===== config.mk =====
export PLATFORM = sky130hd
export DESIGN_NAME = lob_volume_query
export DESIGN_NICKNAME = d
export VERILOG_FILES = /design/src/rtl/lob_volume_query.sv
export SDC_FILE = /design/constraint.sdc
export NUM_CORES = 1
export LEC_CHECK = 0
export BUFFER_PORTS_ARGS = -buffer_cell sky130_fd_sc_hd__buf_2
export CAP_MARGIN = 20
export CORE_MARGIN = 4
export CORE_UTILIZATION = 34
export CTS_BUF_LIST = sky130_fd_sc_hd__clkbuf_8
export DETAILED_ROUTE_END_ITERATION = 7
export GPL_TIMING_DRIVEN = 0
export SLEW_MARGIN = 20
export SYNTH_ARGS = -nofsm -noshare
export SYNTH_HDL_FRONTEND = slang
export SYNTH_SLANG_ARGS = --single-unit

===== constraint.sdc =====
create_clock -name clk -period 2.5 [get_ports clk]
set_clock_uncertainty 0.2 [all_clocks]
set_input_delay 0.25 -clock clk [delete_from_list [all_inputs] [get_ports clk]]
set_output_delay 0.25 -clock clk [all_outputs]
set_load 0.1 [all_outputs]

===== src/rtl/lob_volume_query.sv =====
// Order-book volume query: scans one side of the book and sums the volume of matching entries.
// Build option LOB_QUERY_SATURATE_EN clamps the volume sum instead of letting it wrap.
module lob_volume_query #(
    parameter int PRICE_W = 16,
    parameter int VOL_W   = 16,
    parameter int ENTRY_W = 48,
    parameter int DEPTH   = 4096,
    parameter int ACC_W   = 24,
    parameter int CNT_W   = 13,
    localparam int ADDR_W = $clog2(DEPTH)
) (
    input  logic               clk,
    input  logic               rst,
    input  logic               start,
    input  logic               side,
    input  logic               mode,
    input  logic [PRICE_W-1:0] limit,
    output logic               rd_en,
    output logic               rd_side,
    output logic [ADDR_W-1:0]  rd_addr,
    input  logic [ENTRY_W-1:0] rd_data,
    output logic [ACC_W-1:0]   volume,
    output logic [CNT_W-1:0]   match_count,
    output logic               busy,
    output logic               done
);

    typedef enum logic [2:0] {
        IDLE,
        ISSUE,
        WAIT,
        EVAL,
        DONE
    } state_t;

    state_t             state;
    logic               side_q;
    logic               mode_q;
    logic [PRICE_W-1:0] limit_q;
    logic [ADDR_W-1:0]  idx;

    logic [PRICE_W-1:0] ent_price;
    logic [VOL_W-1:0]   ent_vol;
    logic               ent_empty;
    logic               hit;
    logic               last;
    logic [ACC_W-1:0]   acc_next;

    assign ent_price = rd_data[PRICE_W-1:0];
    assign ent_vol   = rd_data[PRICE_W+VOL_W-1:PRICE_W];
    assign ent_empty = (rd_data == '0);
    assign last      = (idx == ADDR_W'(DEPTH - 1));

`ifdef LOB_QUERY_SATURATE_EN
    logic [ACC_W:0] sum;
    assign sum      = {1'b0, volume} + (ACC_W + 1)'(ent_vol);
    // once clamped, every later add overflows again, so the clamp sticks
    assign acc_next = sum[ACC_W] ? '1 : sum[ACC_W-1:0];
`else
    logic [ACC_W-1:0] sum;
    assign sum      = volume + ACC_W'(ent_vol);
    assign acc_next = sum;
`endif

    always_comb begin
        hit = 1'b0;
        unique case (1'b1)
            !mode_q:           hit = (ent_price == limit_q);
            mode_q && !side_q: hit = (ent_price >= limit_q);
            default:           hit = (ent_price <= limit_q);
        endcase
    end

    always_ff @(posedge clk or negedge rst) begin
        if (!rst) begin
            state       <= IDLE;
            side_q      <= 1'b0;
            mode_q      <= 1'b0;
            limit_q     <= '0;
            idx         <= '0;
            volume      <= '0;
            match_count <= '0;
            busy        <= 1'b0;
            done        <= 1'b0;
            rd_en       <= 1'b0;
            rd_side     <= 1'b0;
            rd_addr     <= '0;
        end else begin
            unique case (state)
                IDLE: begin
                    if (start) begin
                        side_q      <= side;
                        mode_q      <= mode;
                        limit_q     <= limit;
                        volume      <= '0;
                        match_count <= '0;
                        idx         <= '0;
                        busy        <= 1'b1;
                        rd_en       <= 1'b1;
                        rd_side     <= side;
                        rd_addr     <= '0;
                        state       <= ISSUE;
                    end
                end
                ISSUE: begin
                    rd_en <= 1'b0;
                    state <= WAIT;
                end
                WAIT: begin
                    state <= EVAL;
                end
                EVAL: begin
                    if (ent_empty) begin
                        busy  <= 1'b0;
                        done  <= 1'b1;
                        state <= DONE;
                    end else begin
                        if (hit) begin
                            volume      <= acc_next;
                            match_count <= match_count + CNT_W'(1);
                        end
                        if (last) begin
                            busy  <= 1'b0;
                            done  <= 1'b1;
                            state <= DONE;
                        end else begin
                            idx     <= idx + ADDR_W'(1);
                            rd_addr <= idx + ADDR_W'(1);
                            rd_en   <= 1'b1;
                            state   <= ISSUE;
                        end
                    end
                end
                DONE: begin
                    // start must drop before another query can begin
                    if (!start) begin
                        done  <= 1'b0;
                        state <= IDLE;
                    end
                end
                default: begin
                    state <= IDLE;
                end
            endcase
        end
    end

endmodule


# Word level (Yosys, flattened, before mapping)
# Index checks and enable logic that the tools add are counted.
[totals]
register_bits = 73
latchBits = 0
mem_bits_rw = 0
mem_bits_ro = 0
in_bits = 69
output_inout_bits = 53
elab_cells = 71
mem_count = 0
[op_classes]
n_addsub = 3
n_mul = 0
n_div = 0
order_cmp = 2
n_eq_ne = 12
shifts = 0
n_mux = 29
n_bitwise = 0
reduce_logical = 15
[op_table]
columns = ["operator", "n"]
rows = [
  ["2-to-1 mux 24 bit", 3],
  ["logical NOT 48 bit", 1],
  ["case mux 24 bit (2 select lines)", 1],
  ["2-to-1 mux 13 bit", 3],
  ["2-to-1 mux 12 bit", 3],
  ["case mux 13 bit (2 select lines)", 1],
  ["adder 24 x 16 -> 24 bit", 1],
  ["case mux 12 bit (2 select lines)", 1],
  ["== test 16 bit", 1],
  [">= comparator 16 bit", 1],
  ["<= comparator 16 bit", 1],
  ["case mux 3 bit (5 select lines)", 1],
  ["adder 13 x 1 -> 13 bit, second input constant", 1],
  ["adder 12 x 1 -> 12 bit, second input constant", 1],
  ["== test 12 bit, second input constant", 1],
  ["2-to-1 mux 3 bit", 4],
  ["AND reduction 4 bit", 3],
  ["!= test 2 bit, second input constant", 5],
  ["2-to-1 mux 1 bit", 8],
  ["== test 3 x 2 -> 1 bit, second input constant", 2],
  ["case mux 1 bit (2 select lines)", 3],
  ["AND reduction 3 bit", 2],
  ["AND reduction 2 bit", 2],
  ["nonzero test 2 bit", 2],
  ["other kinds (8)", 9],
]

# Longest topological paths before layout
[logic_depth]
depth_word = 6
mapped_depth = 11
ltp_nobuf = 10

# Worst setup path after synthesis
# OpenSTA, ideal clock, no wires.
[synth_timing]
kind = "register -> register"
start = "register volume[0]"
end = "register volume[16]"
setup_ps = 122
arrival_ps = 3000
required_ps = 2178
slack_ps = -823
path_stages_with_launch = 11
n_path_buf = 0
synth_period_minus_slack_ps = 3323
path_cell_list = "dfrtp_1 -> ha_1 -> inv_1 -> fa_1 -> nor2b_1 -> o2111ai_1 -> a21oi_1 -> o311a_1 -> o2111ai_1 -> a31o_2 -> a22o_1"
[synth_between]
elab_chain_cells = 4
[synth_rtl]
columns = ["element", "line_no", "text"]
rows = [
  ["start: declaration", "22", "output logic [ACC_W-1:0] volume,"],
  ["start signal: assignment", "119", "volume <= acc_next;"],
  ["adder 24 x 16 -> 24 bit", "61", "assign sum = volume + ACC_W'(ent_vol);"],
  ["2-to-1 mux 24 bit", "118", "if (hit) begin"],
  ["2-to-1 mux 24 bit", "113", "if (ent_empty) begin"],
  ["case mux 24 bit (2 select lines)", "89", "unique case (state)"],
]
# No other way between the ends. The select of a mux whose other input is x is not followed.
# A chain may end at the register's enable or synchronous reset.

# Worst setup path after layout
[layout_timing]
start = "register limit_q[1]"
end = "register match_count[9]"
[layout_between]
elab_chain_cells = 4
elab_cells_between_ends = 6
cone_classes = "order compare: 2; eq/ne: 2; mux: 1; reduce/logical: 1"
[layout_rtl]
columns = ["element", "line_no", "text"]
rows = [
  ["start: declaration", "39", "logic [PRICE_W-1:0] limit_q;"],
  ["start signal: assignment", "94", "limit_q <= limit;"],
  ["<= comparator 16 bit (tied with other cells)", "70", "default: hit = (ent_price <= limit_q);"],
  ["case mux 1 bit (2 select lines) (*)", "67", "unique case (1'b1)"],
  ["!= test 2 bit (no line) (*)", "-", ""],
  ["AND reduction 4 bit (no line) (*)", "-", ""],
  ["end signal: assignment", "120", "match_count <= match_count + CNT_W'(1);"],
  ["end: declaration", "23", "output logic [CNT_W-1:0] match_count,"],
]
# Mark *: on every way between the ends. The rest lies on a longest branch, timed or not.

==> metrics.yaml <==
layout:
  final_area_um2: 6580
  drive_gt1_share_pct: 38.4
  n_antenna_cell: 0
  fin_nets: 787
  fillers: 1200
  final_util_pct: 51.3
  layout_commonest_cell: "buf_2"
  fin_cells: 860
  layout_common_cells: "120 x buf_2, 63 x nand2_1, 48 x dfrtp_1, 34 x nor2_1, 25 x o21ai_0"
  syn_to_final_growth_pct: 45.7
power:
  max-vdd-ir-drop_uv: 987
  p_sw_uw: 3560
  switching_share_pct: 48.7
  leakagePower_uw: 0.00298
  finalPower_uw: 7310
  seq_power_share_pct: 24.0
  clkPwrFrac_pct: 16.0
  power_density_nw_per_um2: 1110
  power.internal_uw: 3750
  p_comb_share_pct: 60.0
global_route:
  grt.met2_usage_pct: 29.0
  grt_overflow: 0
  grt_max_degree: 39
  antenna_found_initial: 0
  grtUsageMet3_pct: 3.98
  grt_busiest_layer: "met2"
  grt_usage_pct: 17.6
  grt_pass1_vias: 4350
  grt_pass1_wl_um: 21200
  met1_usage_pct: 23.2
detailed_routing:
  wl_per_cell_um: 15.5
  ant_nets: 0
  via_count: 4503
  dr.pass1.iters: 5
  drc_errors: 0
  wl_um: 13400
  drt_iter0_markers: 263
  vias_per_cell: 5.24
setup_path:
  cp_slowest_cell: "dfrtp_1"
  reg2reg_to: "match_count[9]$_DFFE_PN0P_"
  crit_buf_inv: 3
  r2r_cells: 11
  setup.worst_path.end_class: "flip-flop"
  rr_startpoint: "limit_q[1]$_DFFE_PN0P_"
  slowest_delay_ns: 0.38
  crit_required_ns: 2.59
  rrSetupSlack_ns: -0.22
  arrival_ns: 2.81
  critPathMaxFanout: 6
  cp_top_family: "compound AO/OA/AOI/OAI gates"
  critical_path_class: "reg2reg"
  crit_path_start_kind: "flip-flop"
  crit_chain: "inv_2 -> ha_4 -> nor2b_4 -> o211ai_1 -> a2111oi_4 -> buf_4 -> o311ai_4 -> nand4_4 -> or2_4 -> clkbuf_16 -> o21ai_2"
sta:
  tightest_slew_ns: 0.657
  finalSetupViolCount: 37
  fin_crit_ns: 2.72
  slew-limit-headroom_pct: 55.9
  setup_slack_ns: -0.223
  min_period_over_period_pct: 109
  timing.fmax_mhz: 367
  drv_slew: 0
  rsz0062_at_grt: "yes"
  hold_violations: 0
synth:
  netlist_area_um2: 4520
  syn_area_per_cell_um2: 8.87
  ys_ff_latch: 73
  ys_seq_area_share_pct: 40.4
  yosysWarnings: 0
  synth.distinct_cells: 51
  syn-num-nets: 613
  syn-instance-count: 509
place:
  pre_cts_ws_ns: -0.504
  post_dp_cell_area_um2: 5530
  gp_congestion: 0.856
  dp.cells: 803
  portBuffers: 121
  dp_hpwl_um: 9530
floorplanning:
  die_area_um2: 15200
  row_count: 41
  die_h_um: 123
  dieWidth_um: 123
  io-pin-count: 122
  start_util_pct: 35.2
  core_um2: 12800
cts:
  cts_sinks: 73
  cts_tree: "done"
  clk_pin_slew_worst_paths_ns: 0.08
  cts_made_buffers: 9
  clk_path_buf_depth: 2
  htreeDepth: 3
  cts_root_buf: "clkbuf_8"
  clock_latency_ns: 0.36
run_status:
  violations: "negative setup slack"
  outcome: "finished with violations"
hold_path:
  hp-start: "rd_data[16]"
  worstHoldEndpoint: "volume[0]$_DFFE_PN0P_"
  hold_path.class: "in2reg"
  whs_path_depth: 4
flow_run:
  drv_cap: 0
## power groups by stage
stage | clock (µW) | sequential [µW] | combinational [µW]
after global placement | 0 | 1750 | 3490
after global routing | 1230 | 1800 | 4740
final | 1170 | 1750 | 4390
after detailed placement | 0 | 1760 | 3540
after CTS | 1190 | 1740 | 3990
after floorplan | 0 | 2730 | 1760
## timing repair
item                                    in CTS  in global routing
hold buffers                                20                  0
pin swaps                                   22                 24
setup buffers                                7                 10
resized for setup                           45                 42
endpoints found under the hold margin       54                  0
endpoints found under the setup margin      37                 39
gates cloned                                 2                  2
## cells by family (layout without fill, tap and decap cells)
| group | count (synthesis) | after routing | synth area share (%) |
|---|---|---|---|
| buffers and inverters | 46 | 225 | 4.54 |
| XOR/XNOR | 19 | 19 | 3.68 |
| AO/OA/AOI/OAI | 149 | 149 | 21.2 |
| AND/OR/NAND/NOR | 187 | 187 | 20.2 |
| flip-flops | 73 | 73 | 40.4 |
| adder cells (fa/ha/maj) | 35 | 35 | 9.86 |
## per-layer routing
metal	share of wire, %	wire [µm]
met1	45	5980
met2	47	6290
met3	6.6	885
met4	1.5	201
met5	0	0
## cell usage after synthesis, drive strengths merged
library cell	count	share of area, %
or3	4	0.55
a2111oi	4	0.78
fa	1	0.44
a21o	9	1.5
o41ai	3	0.58
and4	1	0.19
and2	2	0.28
nand2b	13	2.0
buf	7	1.3
or2	2	0.28
ha	34	9.4
clkbuf	12	1.0
a211o	1	0.19
o211a	1	0.22
inv	27	2.2
a211oi	4	0.66
o311a	1	0.22
dfrtp	73	40
a31oi	6	0.83
o21bai	2	0.33
o31ai	17	2.8
nand3	14	1.6
nand4	12	1.8
o2bb2ai	1	0.19
a31o	2	0.39
o211ai	11	1.8
or4	3	0.50
and3	10	1.4
a21oi	19	2.1
xor2	7	1.4
nor2b	5	0.69
o32a	1	0.22
xnor2	12	2.3
nor4	14	1.9
o21ai	55	6.1
o2111ai	2	0.39
nand2	64	5.3
a21boi	3	0.50
o311ai	2	0.39
a22o	3	0.58
o21a	1	0.17
a221o	1	0.22
nor3	8	0.89
nor2	35	2.9
## worst min-delay path, delay by kind of cell
family	cells	cell delay, ns
AO/OA/AOI/OAI	1	0.11
AND/OR/NAND/NOR	1	0.04
adder cells (fa/ha/maj)	1	0.13
buffers and inverters	1	0.12
## worst max path at each step
stage / cells after the start / slack (ns) / startpoint / to
after floorplan: 10 / -0.26 / volume[0]$_DFFE_PN0P_ / volume[18]$_DFFE_PN0P_
after global placement: 9 / -0.43 / rd_data[14] / volume[18]$_DFFE_PN0P_
after detailed placement: 10 / -0.50 / rd_data[1] / volume[18]$_DFFE_PN0P_
after CTS: 11 / -0.25 / limit_q[12]$_DFFE_PN0P_ / volume[18]$_DFFE_PN0P_
after global routing: 8 / -0.36 / volume[2]$_DFFE_PN0P_ / volume[23]$_DFFE_PN0P_
final: 11 / -0.22 / limit_q[1]$_DFFE_PN0P_ / match_count[9]$_DFFE_PN0P_
## sequential cells by signal (all words and copies together) (netlist names)
name and cells:
match_count 13, idx 12, side_q 1, volume 24, state 3, busy 1, mode_q 1, done 1
rd_en 1, limit_q 16
## metrics by stage
| stage | hold slack, ns | TNS [ns] |
|---|---|---|
| 6_report | 0.125 | -6.71 |
| 5_1_grt | 0.150 | -10.83 |
| 4_1_cts | 0.114 | -7.78 |
| 3_5_place_dp | 0.0542 | -16.35 |
| 3_3_place_gp | 0.241 | -13.14 |
| 2_1_floorplan | -0.246 | -3.19 |
## area by class of cell
cell class                      instances  area (µm²)  share of cell area (%)
Multi-Input combinational cell        390        2920                    44.4
Sequential cell                        73        1880                    28.5
Timing Repair Buffer                  163        1040                    15.9
Tap cell                              172         215                    3.27
Buffer                                 19         173                    2.62
Clock buffer                           10         138                    2.09
Clock inverter                          6         106                    1.62
Inverter                               27         101                    1.54
Power figures use the tool's default switching activity.
